[src/rtl/bcd_counter_cascade_if.sv]
// Control and status bundle for bcd_counter_cascade.
// master drives count controls and observes the BCD value and flags; slave is the counter.
interface bcd_counter_cascade_if #(
    parameter int DIGITS = 4
);
    logic                  en;
    logic                  up_dn;
    logic                  load;
    logic [4*DIGITS-1:0]   load_val;
    logic [4*DIGITS-1:0]   count;
    logic                  tc;
    logic                  wrap;
    logic                  load_err;

    modport master (
        output en, up_dn, load, load_val,
        input  count, tc, wrap, load_err
    );

    modport slave (
        input  en, up_dn, load, load_val,
        output count, tc, wrap, load_err
    );
endinterface

[src/rtl/bcd_counter_cascade.sv]
// Cascaded up/down BCD counter with load, terminal count and wrap pulse; BCD_COUNTER_SATURATE_EN holds at the ends.
// Latency: count/wrap/load_err update one clk after en/load are sampled; tc is combinational.
// Backpressure: none; en acts as a per-cycle advance qualifier and tc can feed a downstream en.
module bcd_counter_cascade #(
    parameter int         DIGITS  = 4,
    parameter logic [3:0] RST_VAL = 4'd0
) (
    input  logic                      clk,
    input  logic                      rst,
    bcd_counter_cascade_if.slave      bus
);
    localparam int W = 4 * DIGITS;
`ifdef BCD_COUNTER_SATURATE_EN
    localparam bit SAT = 1'b1;
`else
    localparam bit SAT = 1'b0;
`endif

    logic [W-1:0] count_q;
    logic [W-1:0] count_nxt;
    logic [W-1:0] load_san;
    logic         wrap_q;
    logic         load_err_q;
    logic         all9;
    logic         all0;
    logic         term;
    logic         tc_c;
    logic         err_c;
    logic         carry;
    logic [3:0]   dig;
    logic [3:0]   ld_dig;

    always_comb begin
        all9 = 1'b1;
        all0 = 1'b1;
        for (int i = 0; i < DIGITS; i++) begin
            if (count_q[4*i +: 4] != 4'd9) all9 = 1'b0;
            if (count_q[4*i +: 4] != 4'd0) all0 = 1'b0;
        end
    end

    assign term = bus.up_dn ? all9 : all0;
    assign tc_c = bus.en & ~bus.load & term;

    // Out-of-range load digits are replaced with 0 so state never leaves BCD.
    always_comb begin
        load_san = '0;
        err_c    = 1'b0;
        ld_dig   = '0;
        for (int i = 0; i < DIGITS; i++) begin
            ld_dig = bus.load_val[4*i +: 4];
            if (ld_dig > 4'd9) err_c = 1'b1;
            else               load_san[4*i +: 4] = ld_dig;
        end
    end

    // Ripple the decade carry/borrow from digit 0 upward.
    always_comb begin
        count_nxt = count_q;
        carry     = 1'b1;
        dig       = '0;
        for (int i = 0; i < DIGITS; i++) begin
            dig = count_q[4*i +: 4];
            if (carry) begin
                if (bus.up_dn) count_nxt[4*i +: 4] = (dig == 4'd9) ? 4'd0 : dig + 4'd1;
                else           count_nxt[4*i +: 4] = (dig == 4'd0) ? 4'd9 : dig - 4'd1;
            end
            carry = carry & (bus.up_dn ? (dig == 4'd9) : (dig == 4'd0));
        end
    end

    always_ff @(posedge clk) begin
        if (rst) begin
            count_q    <= {DIGITS{RST_VAL}};
            wrap_q     <= 1'b0;
            load_err_q <= 1'b0;
        end else if (bus.load) begin
            count_q    <= load_san;
            wrap_q     <= 1'b0;
            load_err_q <= err_c;
        end else begin
            if (bus.en && !(SAT && term)) count_q <= count_nxt;
            wrap_q     <= SAT ? 1'b0 : tc_c;
            load_err_q <= 1'b0;
        end
    end

    assign bus.count    = count_q;
    assign bus.tc       = tc_c;
    assign bus.wrap     = wrap_q;
    assign bus.load_err = load_err_q;
endmodule

[src/flat_wrapper.sv]
// flat-port wrapper written by rule: the top's interface ports become plain ports
module bcd_counter_cascade_flat 
#(
    parameter int         DIGITS  = 4,
    parameter logic [3:0] RST_VAL = 4'd0
)
  (clk, rst, bus_en, bus_up_dn, bus_load, bus_load_val, bus_count, bus_tc, bus_wrap, bus_load_err);
  bcd_counter_cascade_if #(.DIGITS(DIGITS)) bus_i ();
  input  logic clk;
  input  logic rst;
  input wire logic [$bits(bus_i.en)-1:0] bus_en;
  input wire logic [$bits(bus_i.up_dn)-1:0] bus_up_dn;
  input wire logic [$bits(bus_i.load)-1:0] bus_load;
  input wire logic [$bits(bus_i.load_val)-1:0] bus_load_val;
  output wire logic [$bits(bus_i.count)-1:0] bus_count;
  output wire logic [$bits(bus_i.tc)-1:0] bus_tc;
  output wire logic [$bits(bus_i.wrap)-1:0] bus_wrap;
  output wire logic [$bits(bus_i.load_err)-1:0] bus_load_err;
  assign bus_i.en = bus_en;
  assign bus_i.up_dn = bus_up_dn;
  assign bus_i.load = bus_load;
  assign bus_i.load_val = bus_load_val;
  assign bus_count = bus_i.count;
  assign bus_tc = bus_i.tc;
  assign bus_wrap = bus_i.wrap;
  assign bus_load_err = bus_i.load_err;
  bcd_counter_cascade #(.DIGITS(DIGITS), .RST_VAL(RST_VAL)) u_core (.clk(clk), .rst(rst), .bus(bus_i));
endmodule
[config.mk]
export PLATFORM = sky130hd
export DESIGN_NAME = bcd_counter_cascade_flat
export DESIGN_NICKNAME = d
export VERILOG_FILES = /design/src/rtl/bcd_counter_cascade_if.sv /design/src/rtl/bcd_counter_cascade.sv /design/src/flat_wrapper.sv
export SDC_FILE = /design/constraint.sdc
export NUM_CORES = 1
export LEC_CHECK = 0
export ABC_AREA = 1
export ABC_CLOCK_PERIOD_IN_PS = 1200
export CAP_MARGIN = 20
export CORE_MARGIN = 1.5
export CORE_UTILIZATION = 31
export CTS_CLUSTER_DIAMETER = 100
export DETAILED_ROUTE_END_ITERATION = 7
export PLACE_DENSITY = 0.58
export REMOVE_ABC_BUFFERS = 1
export SLEW_MARGIN = 20
export SYNTH_ARGS = -nofsm -noshare
export SYNTH_HDL_FRONTEND = slang
export SYNTH_SLANG_ARGS = --single-unit
[constraint.sdc]
create_clock -name clk -period 1.2 [get_ports clk]
set_input_delay 0.12 -clock clk [delete_from_list [all_inputs] [get_ports clk]]
set_output_delay 0.12 -clock clk [all_outputs]
set_load 0.005 [all_outputs]
==> results.yml, run 1 <==
status:
  outcome: "finished with violations"
  violations: "setup timing"
logic_synthesis:
  yosys.area.top_type: "dfxtp_1"
  synth_adder_area_share_pct: 0
  synth-simple-area-share_pct: 47.0
  ys_ff_latch: 18
  synthMuxAreaShare_pct: 0
  synth_compound_area_share_pct: 16.5
  netlist_area_sq_mm: 0.00157
  synthCells: 288
  synth.top_cells.by_area: "dfxtp_1, nand2_1, nor2_1, inv_1, o21ai_0"
  syn_area_per_cell_sq_um: 5.47
  synth_top_family_by_area: "simple AND/OR/NAND/NOR gates"
  yosysMostFrequentCell: "nand2_1"
  synth.distinct_cells: 27
  synth_top_area_share_pct: 22.9
  synth_edf_count: 0
  seq_area_frac_synth_pct: 22.9
  synth_xor_area_share_pct: 1.67
  synthArstFlopShare_pct: 0
  ys.flop_type: "dfxtp_1"
  synth.cells.most_frequent: "nand2_1, nor2_1, inv_1, o21ai_0, nand3_1"
  synth_warnings: 0
global_route:
  grt.total_usage_pct: 20.2
  grt_pass1_wl_microns: 8780
  grt_max_degree: 24
  globalRouteOverflowTotal: 0
  grt_pass1_vias: 2008
  antenna_found_initial: 0
floorplan:
  pin_count: 40
  coreArea_sq_mm: 0.00482
  start_util_pct: 32.7
  die_area_sq_mm: 0.00551
  die_w_microns: 74.3
  rows: 25
  die_y_microns: 74.3
setup_path:
  end_kind: "output pin"
  rr_endpoint: "u_core.bus.count[14]$_SDFFE_PP0P_"
  r2r_slack_ns: -0.31
  cp_slowest_cell: "dfxtp_2"
  reg2reg_from: "u_core.bus.count[13]$_SDFFE_PP0P_"
  cpPeakStageDelay_ns: 0.34
  crit_chain: "buf_6 > inv_2 > nand2_2 > nor2_2 > nor2_1 > nor3b_2 > nand3_2 > inv_1 > buf_2"
  crit_required_ns: 1.08
  critPathArrivalTime_ns: 1.48
  critPathKind: "register to output pin"
  r2r_cells: 13
  crit_path_start_kind: "register"
  cp_max_fo: 3
layout:
  drive_gt1_share_pct: 40.4
  antennaDiodeCount: 0
  nets: 416
  fin_util_pct: 60.5
  fin_cells: 461
  synthToLayoutAreaGrowth_pct: 85.1
clocking:
  root_buffer: "clkbuf_8"
  cts_max_path_buffers: 2
  hold_buffers: 0
  cts_sinks: 18
  clk_pin_slew_ns: 0.08
  cts_tree: "done"
  cts-buffers-inserted: 3
  htreeDepth: 1
  clk_latency_ns: 0.27
pwr:
  power_density_mw_per_mm2: 858
  vdd_drop_max_mv: 0.443
  power.total_mw: 2.50
  leakage_nw: 1.48
hold_path:
  min-delay-start: "bus_load_val[0]"
  worstHoldEndpoint: "u_core.bus.count[0]$_SDFFE_PP0P_"
  hold_depth: 3
  hp-class: "input pin to register"
timing:
  finalCriticalPeriod_ns: 1.60
  finClkSkew_ns: 0.00374
  fmax_mhz: 623
  hold_viol: 0
  worst_pin_slew_ns: 0.294
  finalMaxSlewViolations: 0
  setup_slack_ns: -0.405
  slew_headroom_pct: 80.2
  finalCritPeriodShare_pct: 134
  finalSetupViolations: 16
  rsz0062_at_grt: "yes"
place:
  portBuffers: 39
  placed_cells: 441
  place_congestion: 0.852
  hpwl_microns: 3870
  place_ws_ns: -0.673
detailed_routing:
  vias: 2174
  vias_per_cell: 4.72
  wl_per_cell_microns: 12.0
  wl_microns: 5520
  route.detailed.drc: 0
  dr.pass1.iters: 4
  antenna_left: 0
  drt_iter0_drc: 107
run:
  cap_violations: 0
-- flip-flops by register name, indices dropped and copies added (netlist names) --
signal               count
u_core.bus.count        16
u_core.bus.load_err      1
u_core.bus.wrap          1
-- stage by stage --
stage / hold WS, ns / instance area (sq um) / setup TNS, ns
after floorplan: 0.189 / 1530 / -0.903
after global placement: 0.629 / 2420 / -8.71
after detailed placement: 0.630 / 2420 / -8.73
after CTS: 0.445 / 2760 / -3.02
after global routing: 0.473 / 2910 / -4.46
final: 0.473 / 2910 / -3.19
-- per-layer routing --
| metal | GRT usage (%) | wire [microns] | share of wire, % | up-vias |
|---|---|---|---|---|
| li1 | - | - | - | 1131 |
| met2 | 33.9 | 2630 | 48 | 65 |
| met1 | 27.7 | 2610 | 47 | 970 |
| met4 | 5.05 | 67 | 1.2 | 0 |
| met3 | 2.03 | 219 | 4.0 | 8 |
| met5 | 0 | 0 | 0 | - |
-- where the power goes --
part	total [mW]	internal (mW)	switching (mW)
clock	0.547	0.293	0.254
combinational	1.24	0.631	0.606
sequential	0.715	0.655	0.0594
-- cells in the final DEF, fill, tap and decap left out, types with 12 or more instances in the layout --
| cell | count |
|---|---|
| clkdlybuf4s50_1 | 19 |
| buf_4 | 50 |
| nor2_1 | 43 |
| buf_6 | 20 |
| inv_1 | 27 |
| dlygate4sd2_1 | 15 |
| nand2_2 | 12 |
| nand3_1 | 18 |
| nand2_1 | 63 |
| o21ai_0 | 22 |
-- how the worst max path moves through the flow --
stage                                            startpoint                                end  cells after the start
after floorplan            u_core.bus.count[0]$_SDFFE_PP0P_  u_core.bus.count[15]$_SDFFE_PP0P_                      9
after global placement                               bus_en                             bus_tc                      7
after detailed placement                          bus_up_dn                             bus_tc                      8
after CTS                 u_core.bus.count[13]$_SDFFE_PP0P_                             bus_tc                      9
after global routing      u_core.bus.count[12]$_SDFFE_PP0P_                             bus_tc                      9
final                     u_core.bus.count[14]$_SDFFE_PP0P_                             bus_tc                      9
-- cell type report --
type                    instances  area [sq um]
fillers                       461          1900
multi-input cells             224          1260
repair buffers                110           967
flip-flops and latches         18           393
inverters                      38           151
well taps                      67          83.8
clock buffers                   4          55.1
-- critical path, delay by kind of cell, from the launching register on --
family | cells | cell delay, ns
simple gates | 5 | 0.56
flops | 1 | 0.34
buf+inv | 4 | 0.33
-- logic make-up (layout without fill, tap and decap cells) --
logic type,after synthesis,in the layout
XOR/XNOR,3,3
AO/OA/AOI/OAI,49,49
flip-flops,18,18
buffers and inverters,46,152
AND/OR/NAND/NOR,172,172
-- what timing repair did --
| action | in CTS | in global routing |
|---|---|---|
| resized for setup | 95 | 53 |
| endpoints found under the setup margin | 36 | 22 |
| gates cloned | 0 | 0 |
| buffers inserted | 21 | 3 |
| pin swaps | 31 | 24 |
Power figures use the tool's default switching activity.
==> run 2, diff against run 1 <==
--- a/config.mk
+++ b/config.mk
@@ -12,6 +12,7 @@
 export CORE_UTILIZATION = 31
 export CTS_CLUSTER_DIAMETER = 100
 export DETAILED_ROUTE_END_ITERATION = 7
+export GPL_ROUTABILITY_DRIVEN = 0
 export PLACE_DENSITY = 0.58
 export REMOVE_ABC_BUFFERS = 1
 export SLEW_MARGIN = 20
==> results of run 2 <==
The final DEF is identical to that of run 1; final timing and power are the same.
==> run 3, diff against run 2 <==
--- a/config.mk
+++ b/config.mk
@@ -6,14 +6,15 @@
 export NUM_CORES = 1
 export LEC_CHECK = 0
 export ABC_AREA = 1
-export ABC_CLOCK_PERIOD_IN_PS = 1200
+export ABC_CLOCK_PERIOD_IN_PS = 1700
 export CAP_MARGIN = 20
 export CORE_MARGIN = 1.5
 export CORE_UTILIZATION = 31
 export CTS_CLUSTER_DIAMETER = 100
 export DETAILED_ROUTE_END_ITERATION = 7
 export GPL_ROUTABILITY_DRIVEN = 0
-export PLACE_DENSITY = 0.58
+export GPL_TIMING_DRIVEN = 0
+export PLACE_DENSITY = 0.56
 export REMOVE_ABC_BUFFERS = 1
 export SLEW_MARGIN = 20
 export SYNTH_ARGS = -nofsm -noshare
==> constraint.sdc (replaced) <==
create_clock -name clk -period 1.7 [get_ports clk]
set_input_delay 0.17 -clock clk [delete_from_list [all_inputs] [get_ports clk]]
set_output_delay 0.17 -clock clk [all_outputs]
set_load 0.005 [all_outputs]
==> run 3 against run 2 <==
- the flow now finishes without violations
- sequential share of layout area grew 4.2 points
- critical path depth down 2
- register-to-register slack improved by 0.52 ns
- via count decreased by 12%
- critical path type unchanged
- critical endpoint unchanged
- largest power group unchanged
==> results.yml, run 3 (same netlist as run 1, synthesis figures left out) <==
detailed_routing:
  wl_per_cell_microns: 11.9
  wl_microns: 4800
  route.detailed.drc: 0
  vias_per_cell: 4.73
  antenna_left: 0
  dr.pass1.iters: 4
  vias: 1917
  drt_iter0_drc: 66
clocking:
  cts_sinks: 18
  htreeDepth: 1
  cts_max_path_buffers: 2
  cts-buffers-inserted: 3
  clk_pin_slew_ns: 0.08
  root_buffer: "clkbuf_8"
  hold_buffers: 0
  cts_tree: "done"
  clk_latency_ns: 0.27
timing:
  finalCriticalPeriod_ns: 1.60
  finClkSkew_ns: 0.00257
  hold_viol: 0
  finalSetupViolations: 0
  hold_slack_ns: 0.451
  finalCritPeriodShare_pct: 93.9
  fmax_mhz: 626
  finalMaxSlewViolations: 0
  worst_pin_slew_ns: 0.544
  slew_headroom_pct: 63.7
  tns_ns: 0
layout:
  synthToLayoutAreaGrowth_pct: 43.6
  nets: 360
  largest_reg_flops: 16
  design_area_sq_mm: 0.00226
  drive_gt1_share_pct: 20.4
  antennaDiodeCount: 0
  mostFrequentLayoutCells: "nand2_1, nor2_1, clkdlybuf4s50_1"
  final_common_cell: "nand2_1"
  fin_util_pct: 46.9
floorplan:
  coreArea_sq_mm: 0.00482
  pin_count: 40
  start_util_pct: 32.7
  rows: 25
  die_y_microns: 74.3
  die_w_microns: 74.3
  die_area_sq_mm: 0.00551
pwr:
  power_density_mw_per_mm2: 661
  leakage_nw: 1.06
  vdd_drop_max_mv: 0.344
setup_path:
  critPathKind: "register to output pin"
  cp.buffers_inverters: 3
  crit_path_start_kind: "register"
  cp_common_cell: "inv_1"
  critPathArrivalTime_ns: 1.43
  cpPeakStageDelay_ns: 0.38
  cp_max_fo: 4
  crit_chain: "inv_1 > nor2_1 > nand2_2 > o31ai_2 > nand3_1 > inv_1 > buf_2"
  crit_required_ns: 1.53
  cp_top_family: "flip-flops"
  end_kind: "output pin"
  cp_slowest_cell: "dfxtp_4"
place:
  place_area_sq_mm: 0.00200
  hpwl_microns: 3310
  portBuffers: 39
global_route:
  grt.total_usage_pct: 18.0
  grt_pass1_wl_microns: 7700
  grt_pass1_vias: 1717
  globalRouteOverflowTotal: 0
  grt_max_degree: 25
  antenna_found_initial: 0
run:
  cap_violations: 0
status:
  outcome: "complete, no violations"
hold_path:
  hp-class: "input pin to register"
## run 3: final timing paths
path / from / endpoint / slack [ns] / cells past startpoint
worst max-delay path: u_core.bus.count[8]$_SDFFE_PP0P_ / bus_tc / 0.10 / 7
worst min-delay path: bus_up_dn / u_core.bus.count[2]$_SDFFE_PP0P_ / 0.45 / 4
worst max register to register: u_core.bus.count[3]$_SDFFE_PP0P_ / u_core.bus.count[14]$_SDFFE_PP0P_ / 0.21 / 9
worst min register to register: u_core.bus.count[14]$_SDFFE_PP0P_ / u_core.bus.count[14]$_SDFFE_PP0P_ / 0.59 / 4
## run 3: cell type report
type	instances	area (sq um)
clock buffers	4	55.1
fillers	527	2560
inverters	38	149
multi-input cells	224	1080
flip-flops and latches	18	400
well taps	67	83.8
repair buffers	54	494
## run 3: worst register-to-register path, cell delays in order (launching register included)
cell	delay, ns
dfxtp_2	0.33
buf_4	0.13
nor2_1	0.09
nand2_1	0.11
nand2_2	0.09
nand3_2	0.11
nand2_4	0.16
nand3_2	0.17
nor2_1	0.14
nor2_1	0.05
## run 3: timing repair
| item | CTS | global route |
|---|---|---|
| buffers inserted | 9 | 6 |
| pin swaps | 8 | 4 |
| gates resized for setup | 51 | 6 |
| endpoints found under the setup margin | 16 | 9 |
## run 3: through the flow
stage	worst slack, ns	instances	power (mW)
global route	-0.000564	405	1.59
finish	0.103	405	1.49
CTS	0.0341	399	1.48
detailed placement	-0.957	386	1.03
global placement	-0.967	386	1.03
floorplan	0.352	280	0.816
## run 3: metal layers
layer | up-vias | GRT usage [%] | wire [microns] | share of wire [%]
li1 | 1021 | - | - | -
met1 | 857 | 23.8 | 2370 | 49
met2 | 34 | 30.8 | 2260 | 47
met3 | 5 | 2.44 | 119 | 2.5
met4 | 0 | 4.85 | 53 | 1.1
met5 | - | 0 | 0 | 0
## run 3: where the power goes
part / total, mW / switching [mW] / internal [mW] / leakage (nW)
logic: 0.584 / 0.310 / 0.273 / 0.878
clock network: 0.392 / 0.185 / 0.207 / 0.0288
registers: 0.519 / 0.0566 / 0.462 / 0.157
